## config.mk

```make
export PLATFORM = sky130hd
export DESIGN_NAME = preamble_sfd_inserter
export DESIGN_NICKNAME = d
export VERILOG_FILES = /design/src/rtl/eth_pkg.sv /design/src/rtl/eth_crc32_byte.sv /design/src/rtl/preamble_sfd_inserter.sv
export SDC_FILE = /design/constraint.sdc
export NUM_CORES = 1
export LEC_CHECK = 0
export BUFFER_PORTS_ARGS = -buffer_cell sky130_fd_sc_hd__buf_2
export CORE_UTILIZATION = 45
export DETAILED_ROUTE_END_ITERATION = 6
export PLACE_DENSITY = 0.71
export SLEW_MARGIN = 10
export SYNTH_ARGS = -nofsm -noshare
export SYNTH_HDL_FRONTEND = slang
export SYNTH_HIERARCHICAL = 1
export SYNTH_SLANG_ARGS = --single-unit
```

## constraint.sdc

```tcl
create_clock -name aclk -period 1.6 [get_ports aclk]
set_input_delay 0.08 -clock aclk [delete_from_list [all_inputs] [get_ports aclk]]
set_output_delay 0.08 -clock aclk [all_outputs]
set_load 0.01 [all_outputs]
```

## src/rtl/eth_pkg.sv

```systemverilog
// Shared Ethernet TX framing constants and the framer state encoding.
// Used by the preamble/SFD inserter and its CRC helper.
package eth_pkg;

  localparam logic [7:0]  PREAMBLE_BYTE = 8'h55;
  localparam logic [7:0]  SFD_BYTE      = 8'hD5;
  localparam logic [31:0] CRC32_POLY    = 32'hEDB88320;
  localparam logic [31:0] CRC32_INIT    = 32'hFFFFFFFF;

  typedef enum logic [2:0] {
    S_IDLE,
    S_PREAMBLE,
    S_SFD,
    S_PAYLOAD,
    S_FCS,
    S_IFG
  } tx_state_t;

endpackage

```

## src/rtl/eth_crc32_byte.sv

```systemverilog
// One-byte reflected CRC-32 update, purely combinational.
// Only instantiated when PREAMBLE_INSERT_FCS_EN is defined.
module eth_crc32_byte
  import eth_pkg::*;
(
  input  logic [31:0] i_crc,
  input  logic [7:0]  i_data,
  output logic [31:0] o_crc
);

  always_comb begin
    o_crc = i_crc ^ {24'd0, i_data};
    for (int i = 0; i < 8; i++) begin
      o_crc = o_crc[0] ? ((o_crc >> 1) ^ CRC32_POLY)
                       : (o_crc >> 1);
    end
  end

endmodule

```

## src/rtl/preamble_sfd_inserter.sv

```systemverilog
// Byte-wide TX framer: preamble, SFD, payload, optional FCS, IFG.
// Define PREAMBLE_INSERT_FCS_EN to append a CRC-32 FCS to each frame.
module preamble_sfd_inserter
  import eth_pkg::*;
#(
  parameter int DATA_W       = 8,
  parameter int PREAMBLE_LEN = 7,
  parameter int IFG_CYCLES   = 12
) (
  input  logic              aclk,
  input  logic              areset,
  input  logic [DATA_W-1:0] s_axis_tdata,
  input  logic              s_axis_tvalid,
  input  logic              s_axis_tlast,
  output logic              s_axis_tready,
  output logic [DATA_W-1:0] m_axis_tdata,
  output logic              m_axis_tvalid,
  output logic              m_axis_tlast,
  input  logic              m_axis_tready,
  output logic              tx_busy,
  output logic              underrun_err,
  output logic [15:0]       frame_count
);

  if (DATA_W != 8) begin : g_bad_width
    $error("preamble_sfd_inserter: DATA_W must be 8");
  end

  if (PREAMBLE_LEN < 1 || PREAMBLE_LEN > 7) begin : g_bad_pre
    $error("preamble_sfd_inserter: PREAMBLE_LEN must be 1..7");
  end

  localparam int IFG_W =
    (IFG_CYCLES > 1) ? $clog2(IFG_CYCLES) : 1;
  localparam logic [2:0] PRE_LAST = 3'(PREAMBLE_LEN - 1);
  localparam logic [IFG_W-1:0] IFG_LAST =
    IFG_W'((IFG_CYCLES > 0) ? IFG_CYCLES - 1 : 0);
  localparam tx_state_t S_AFTER =
    (IFG_CYCLES == 0) ? S_IDLE : S_IFG;

  tx_state_t        r_state;
  tx_state_t        w_next;
  logic [2:0]       r_pre_cnt;
  logic [IFG_W-1:0] r_ifg_cnt;
  logic [15:0]      r_frame_count;
  logic             w_accept;

`ifdef PREAMBLE_INSERT_FCS_EN
  logic [31:0] r_crc;
  logic [31:0] w_crc_next;
  logic [31:0] w_fcs;
  logic [1:0]  r_fcs_cnt;

  eth_crc32_byte u_crc (
    .i_crc  (r_crc),
    .i_data (s_axis_tdata),
    .o_crc  (w_crc_next)
  );

  assign w_fcs = ~r_crc;
`endif

  assign w_accept    = m_axis_tvalid & m_axis_tready;
  assign tx_busy     = (r_state != S_IDLE);
  assign frame_count = r_frame_count;

  always_comb begin
    w_next        = r_state;
    m_axis_tvalid = 1'b0;
    m_axis_tdata  = '0;
    m_axis_tlast  = 1'b0;
    s_axis_tready = 1'b0;
    underrun_err  = 1'b0;
    unique case (r_state)
      S_IDLE: begin
        if (s_axis_tvalid) w_next = S_PREAMBLE;
      end
      S_PREAMBLE: begin
        m_axis_tvalid = 1'b1;
        m_axis_tdata  = PREAMBLE_BYTE;
        if (m_axis_tready && r_pre_cnt == PRE_LAST)
          w_next = S_SFD;
      end
      S_SFD: begin
        m_axis_tvalid = 1'b1;
        m_axis_tdata  = SFD_BYTE;
        if (m_axis_tready) w_next = S_PAYLOAD;
      end
      S_PAYLOAD: begin
        m_axis_tdata  = s_axis_tdata;
        m_axis_tvalid = s_axis_tvalid;
        s_axis_tready = m_axis_tready;
        underrun_err  = m_axis_tready & ~s_axis_tvalid;
`ifdef PREAMBLE_INSERT_FCS_EN
        if (s_axis_tvalid && m_axis_tready && s_axis_tlast)
          w_next = S_FCS;
`else
        m_axis_tlast = s_axis_tlast & s_axis_tvalid;
        if (s_axis_tvalid && m_axis_tready && s_axis_tlast)
          w_next = S_AFTER;
`endif
      end
`ifdef PREAMBLE_INSERT_FCS_EN
      S_FCS: begin
        m_axis_tvalid = 1'b1;
        m_axis_tdata  = w_fcs[{r_fcs_cnt, 3'b000} +: 8];
        m_axis_tlast  = (r_fcs_cnt == 2'd3);
        if (m_axis_tready && r_fcs_cnt == 2'd3)
          w_next = S_AFTER;
      end
`endif
      S_IFG: begin
        if (r_ifg_cnt == IFG_LAST) w_next = S_IDLE;
      end
      default: w_next = S_IDLE;
    endcase
  end

  always_ff @(posedge aclk or posedge areset) begin
    if (areset) begin
      r_state       <= S_IDLE;
      r_pre_cnt     <= '0;
      r_ifg_cnt     <= '0;
      r_frame_count <= '0;
    end else begin
      r_state <= w_next;
      if (r_state != S_PREAMBLE)
        r_pre_cnt <= '0;
      else if (w_accept)
        r_pre_cnt <= r_pre_cnt + 3'd1;
      if (r_state != S_IFG)
        r_ifg_cnt <= '0;
      else
        r_ifg_cnt <= r_ifg_cnt + IFG_W'(1);
      if (w_accept && m_axis_tlast)
        r_frame_count <= r_frame_count + 16'd1;
    end
  end

`ifdef PREAMBLE_INSERT_FCS_EN
  // CRC reseeds while idle so every frame starts clean.
  always_ff @(posedge aclk or posedge areset) begin
    if (areset) begin
      r_crc     <= CRC32_INIT;
      r_fcs_cnt <= '0;
    end else begin
      if (r_state == S_IDLE)
        r_crc <= CRC32_INIT;
      else if (r_state == S_PAYLOAD && w_accept)
        r_crc <= w_crc_next;
      if (r_state != S_FCS)
        r_fcs_cnt <= '0;
      else if (w_accept)
        r_fcs_cnt <= r_fcs_cnt + 2'd1;
    end
  end
`endif

endmodule

```

==> results of run 1 <==
## sequential cells by signal, indices dropped and copies added, names as in the netlist
name,count
frame_count,16
r_state,3
r_pre_cnt,3
r_ifg_cnt,4
## worst min path at each step
| stage | from | endpoint | slack, ns | depth (start not counted) |
|---|---|---|---|---|
| floorplan | areset | frame_count[0] | 0.12 | 1 |
| global placement | areset | r_ifg_cnt[1] | 0.15 | 3 |
| detailed placement | areset | r_ifg_cnt[1] | 0.15 | 3 |
| CTS | m_axis_tready | r_pre_cnt[0] | 0.14 | 3 |
| global route | m_axis_tready | r_pre_cnt[0] | 0.15 | 3 |
| finish | m_axis_tready | r_pre_cnt[0] | 0.14 | 3 |
## per-layer routing
metal	up-vias	track usage (%)	wire [µm]
li1	574	-	-
met1	548	22.3	1210
met2	19	32.5	1490
met4	0	6.12	38
met5	-	0	0
met3	4	2.01	72
## cells in the mapped netlist (2+ instances only)
cell	number
and3_1	3
nand2_1	13
xor2_1	9
nor2b_1	2
nor4_4	2
o21ai_0	3
xnor2_1	10
nor2_1	14
and2_1	4
clkbuf_1	2
inv_1	5
nand3_1	11
o21a_1	5
dfrtp_1	26
ha_1	4
a21oi_1	2
and4_1	2
and3b_1	2
nand4_1	3
buf_2	2
nand2b_1	3
## cell families after synthesis
| kind of cell | after synthesis |
|---|---|
| DFF | 26 |
| muxes | 1 |
| and+or+nand+nor | 67 |
| buffers and inverters | 10 |
| xor gates and xnor gates | 19 |
| AOI/OAI and AO/OA | 13 |
| adders and majority gates | 4 |
## power by group
group          leakage, µW  switching (µW)  internal (µW)
logic             0.000583             442            397
registers         0.000353            70.8            735
clock network    0.0000210             197            139
total             0.000957             710           1270
## through the flow
step / cells / utilization (%) / hold slack [ns] / area (µm²)
CTS: 218 / 60.4 / 0.138 / 1720
global placement: 214 / 59.0 / 0.146 / 1680
floorplan: 140 / - / 0.120 / 1410
global route: 219 / 61.7 / 0.155 / 1760
finish: 219 / 61.7 / 0.143 / 1760
detailed placement: 214 / 59.0 / 0.149 / 1680
## layout make-up
| class | count | area share [%] |
|---|---|---|
| multi-input cells | 104 | 42.1 |
| flip-flops and latches | 26 | 37.0 |
| repair buffers | 49 | 15.6 |
| well taps | 31 | 2.20 |
| clock buffers | 4 | 2.06 |
| inverters | 5 | 1.07 |
## worst min-delay path, cell delays in order
cell     delay (ns)
buf_2          0.17
xnor2_1        0.16
nor2_1         0.04
## repair_timing
item | in CTS | in global routing
gates resized for setup | 1 | 6
cloned | 0 | 0
pin swaps | 1 | 2
endpoints found under the hold margin | 26 | 0
endpoints found under the setup margin | 1 | 10
hold buffers | 1 | 0
setup buffers | 0 | 1
==> results.sh, run 1 <==
export IMPL_outcome="finished, violations left"
export IMPL_violations="DRC"
export IMPL_grt_overflow_total=0
export IMPL_area_growth_pct=24.5
export IMPL_grt_use_total_pct=18.0
export IMPL_die_x_um=58.0
export IMPL_worstSetupPathType="flop to output pin"
export IMPL_synth_top_family_by_area="simple AND/OR/NAND/NOR gates"
export IMPL_synth_cell_area_um2=1410
export IMPL_grt_pass1_vias=1078
export IMPL_synth_cell_types=34
export IMPL_crit_buf_inv=1
export IMPL_clkTransAtPathRegs_ns=0.15
export IMPL_end_kind="output pin"
export IMPL_r2r_end="frame_count[10]"
export IMPL_cp_depth=4
export IMPL_ir_drop_mv=0.541
export IMPL_hold_class="input port to flop"
export IMPL_cpMaxStageDelayCell="dfrtp_1"
export IMPL_cts_made_buffers=3
export IMPL_dieHeight_um=58.0
export IMPL_n_fill_cell=252
export IMPL_synth_seq_cells=26
export IMPL_crit_end="underrun_err"
export IMPL_htree_levels=1
export IMPL_relSlewSlack_pct=77.8
export IMPL_diodes=0
export IMPL_synth_edf_count=0
export IMPL_finalCritPeriodShare_pct=95.2
export IMPL_synth_compound_area_share_pct=6.11
export IMPL_seqCellArea_um2=651
export IMPL_tns_ns=0
export IMPL_timing_final_ws_setup_ns=0.0767
export IMPL_clock_sinks=26
export IMPL_dr_pass1_iters=6
export IMPL_rsz0062_at_grt="false"
export IMPL_antenna_found_initial=0
export IMPL_cp_start_kind="flop"
export IMPL_cp_top_family="simple AND/OR/NAND/NOR gates"
export IMPL_yosys_area_share_adder_pct=3.54
export IMPL_core_um2=2850
export IMPL_p_leak_uw=0.000957
export IMPL_max_freq_mhz=656
export IMPL_dp_hpwl_um=2170
export IMPL_r2r_start="frame_count[0]"
export IMPL_drt_wl_total_um=2810
export IMPL_async_flop_share_pct=100
export IMPL_muxShareOfSynthArea_pct=0.709
export IMPL_portBuffers=41
export IMPL_worst_pin_slew_ns=0.333
export IMPL_synth_xor_area_share_pct=11.8
export IMPL_fin_skew_ns=0.00706
export IMPL_cp_required_ns=1.52
export IMPL_fin_total_pwr_uw=1980
export IMPL_path_cells="and3b_2, and2_4, nor2b_4, buf_6"
export IMPL_drc=2
export IMPL_cts_tree="built"
export IMPL_dp_slack_ns=0.0824
export IMPL_insertion_delay_ns=0.32
export IMPL_yosys_warnings=6
export IMPL_drt_iter0_drc=24
export IMPL_num_rows=19
export IMPL_detail_route_antenna_nets=0
export IMPL_synthFlopType="dfrtp_1"
export IMPL_io_pins=42
export IMPL_crit_path_start="r_state[2]"
export IMPL_critPathMaxFanout=7
export IMPL_place_gp_congestion=0.721
export IMPL_arrival_ns=1.44
export IMPL_period_minus_slack_ns=1.52
export IMPL_setup_viol=0
export IMPL_cap_violations=0
export IMPL_r2r_setup_slack_ns=0.13
export IMPL_cts_root_buf="clkbuf_4"
export IMPL_grt_max_degree=27
export IMPL_die_area_um2=3370
export IMPL_ys_seq_area_share_pct=46.1
export IMPL_synth_top_cell_area_share_pct=46.1
export IMPL_netlist_instances=140
export IMPL_multi_input_area_um2=741
export IMPL_syn_num_nets=157
export IMPL_vias_per_cell=5.23
export IMPL_layout_commonest_cell="buf_2"
export IMPL_detail_route_wl_per_cell_um=12.8
export IMPL_ys_top_cells_by_area="dfrtp_1, xnor2_1, xor2_1"
export IMPL_power_density_nw_per_um2=1130
export IMPL_grt_pass1_wl_um=4690
export IMPL_nets=206
export IMPL_yosysTopAreaCell="dfrtp_1"
export IMPL_hold_viol_final=0
export IMPL_max_stage_delay_ns=0.41
export IMPL_clk_path_buf_depth=2
export IMPL_drv_slew=0
export IMPL_final_cell_mix="buf_2, dfrtp_1, nor2_1, nand2_1, nand3_1"
export IMPL_num_vias=1145
export IMPL_start_util_pct=49.5
export IMPL_worstRegToRegCells=5
export IMPL_synth_simple_area_share_pct=28.7
export IMPL_synth_avg_cell_area_um2=10.1
export IMPL_drive_above_1_share_pct=32.4
Power figures use the tool's default switching activity.
==> inputs of run 2 (changes only) <==
--- a/config.mk
+++ b/config.mk
@@ -8,7 +8,7 @@
 export BUFFER_PORTS_ARGS = -buffer_cell sky130_fd_sc_hd__buf_2
 export CORE_UTILIZATION = 45
 export DETAILED_ROUTE_END_ITERATION = 6
-export PLACE_DENSITY = 0.71
+export PLACE_DENSITY = 0.74
 export SLEW_MARGIN = 10
 export SYNTH_ARGS = -nofsm -noshare
 export SYNTH_HDL_FRONTEND = slang
==> constraint.sdc (replaced) <==
create_clock -name aclk -period 1.3 [get_ports aclk]
set_input_delay 0.065 -clock aclk [delete_from_list [all_inputs] [get_ports aclk]]
set_output_delay 0.065 -clock aclk [all_outputs]
set_load 0.01 [all_outputs]
==> results.sh, run 2 (synthesis results as in run 1) <==
export IMPL_outcome="finished, violations left"
export IMPL_drt_met1_wl_um=1350
export IMPL_cts_root_buf="clkbuf_4"
export IMPL_timing_final_ws_setup_ns=-0.263
export IMPL_place_gp_congestion=0.778
export IMPL_wl_met3_um=110
export IMPL_clkTransAtPathRegs_ns=0.15
export IMPL_violations="DRC, setup timing"
export IMPL_worst_pin_slew_ns=0.332
export IMPL_num_rows=19
export IMPL_diodes=0
export IMPL_area_growth_pct=46.1
export IMPL_grt_overflow_total=0
export IMPL_htree_levels=1
export IMPL_grt_pass1_vias=1340
export IMPL_r2r_start="r_state[0]"
export IMPL_drt_wl_total_um=3370
export IMPL_fin_skew_ns=0.00372
export IMPL_crit_path_start="r_state[1]"
export IMPL_layout_commonest_cell="buf_2"
export IMPL_route_top_layer_used="met4"
export IMPL_die_x_um=58.0
export IMPL_detail_route_antenna_nets=0
export IMPL_r2r_end="frame_count[10]"
export IMPL_vias_per_cell=5.20
export IMPL_worstRegToRegCells=7
export IMPL_relSlewSlack_pct=77.9
export IMPL_cts_made_buffers=3
export IMPL_dp_hpwl_um=2350
export IMPL_worstSetupPathType="flop to output pin"
export IMPL_power_density_nw_per_um2=1450
export IMPL_setup_viol=32
export IMPL_final_cell_mix="buf_2, dfrtp_1, buf_4"
export IMPL_grt_use_total_pct=22.1
export IMPL_drc=3
export IMPL_num_vias=1273
export IMPL_grt_max_degree=27
export IMPL_clk_path_buf_depth=2
export IMPL_start_util_pct=49.5
export IMPL_dieHeight_um=58.0
export IMPL_drt_iter0_drc=33
export IMPL_max_freq_mhz=640
export IMPL_hold_class="input port to flop"
export IMPL_ir_drop_mv=0.980
export IMPL_core_um2=2850
export IMPL_portBuffers=41
export IMPL_end_kind="output pin"
export IMPL_dp_cells=228
export IMPL_cp_start_kind="flop"
export IMPL_n_fill_cell=209
export IMPL_drv_slew=0
export IMPL_detail_route_wl_per_cell_um=13.8
export IMPL_cap_violations=0
export IMPL_largest_reg_flops=16
export IMPL_cp_required_ns=1.24
export IMPL_route_met2_wl_um=1850
export IMPL_nets=232
export IMPL_antenna_found_initial=0
export IMPL_hold_viol_final=0
export IMPL_r2r_setup_slack_ns=-0.20
export IMPL_finalCritPeriodShare_pct=120
export IMPL_min_from="m_axis_tready"
export IMPL_rsz0062_at_grt="true"
export IMPL_die_area_um2=3370
export IMPL_placed_area_um2=1800
export IMPL_dr_pass1_iters=6
export IMPL_cts_tree="built"
export IMPL_design_area_um2=2060
export IMPL_clock_sinks=26
export IMPL_drive_above_1_share_pct=47.7
export IMPL_arrival_ns=1.50
export IMPL_insertion_delay_ns=0.33
export IMPL_fin_cells=245
export IMPL_crit_end="underrun_err"
export IMPL_grt_pass1_wl_um=5620
export IMPL_p_leak_uw=0.00112
export IMPL_critPathMaxFanout=5
export IMPL_period_minus_slack_ns=1.56
export IMPL_io_pins=42
-- run 2: cell count changes in the layout (fill, tap and decap cells not counted), sizes merged --
cell | before | now
buf | 48 | 74
bufinv | 0 | 1
clkbuf | 4 | 3
-- run 2: layout make-up --
| cell class | count | area, µm² | area share [%] |
|---|---|---|---|
| clock buffer | 3 | 22.5 | 1.09 |
| clock inverter | 1 | 30.0 | 1.45 |
| inverter | 5 | 18.8 | 0.909 |
| multi-input combinational | 104 | 815 | 39.5 |
| sequential | 26 | 651 | 31.5 |
| tap | 31 | 38.8 | 1.88 |
| timing repair buffer | 75 | 489 | 23.7 |
-- run 2: through the flow --
stage | total power, µW | util [%] | setup TNS, ns | setup slack, ns | hold slack [ns]
detailed placement | 2120 | 63.2 | -0.161 | -0.0521 | 0.139
global route | 3180 | 72.4 | -6.86 | -0.339 | 0.192
finish | 2980 | 72.4 | -4.28 | -0.263 | 0.192
CTS | 2860 | 68.6 | -3.02 | -0.261 | 0.175
floorplan | 1680 | - | -0.238 | -0.121 | 0.105
global placement | 2060 | 63.2 | -0.00867 | -0.00867 | 0.131
-- run 2: how the worst min path moves through the flow --
stage                          end  slack (ns)  cells past startpoint
global route        frame_count[1]        0.19                      4
global placement    frame_count[9]        0.13                      3
floorplan           frame_count[0]        0.11                      1
detailed placement  frame_count[9]        0.14                      3
finish                r_pre_cnt[0]        0.19                      4
CTS                     r_state[0]        0.18                      4
-- run 2: timing repair --
action / in CTS / in global routing
pin swaps: 7 / 10
buffers inserted: 6 / 7
hold buffers: 1 / 0
resized for setup: 13 / 14
setup endpoints to repair: 26 / 34
hold endpoints to repair: 26 / 0
-- run 2: where the power goes --
part / switching, µW / internal (µW)
Sequential: 74.2 / 905
Combinational: 678 / 763
Clock: 252 / 312
Total: 1000 / 1980
-- run 2: worst max-delay path: stages (launching register included) --
cell	delay, ns
dfrtp_1	0.44
and3b_2	0.22
buf_6	0.12
and2_4	0.14
nor2b_1	0.11
buf_2	0.13
-- run 2: metal layers --
layer / up-vias / GRT usage, %
li1: 623 / -
met1: 618 / 23.2
met2: 26 / 41.2
met3: 6 / 3.57
met4: 0 / 12.9
met5: - / 0
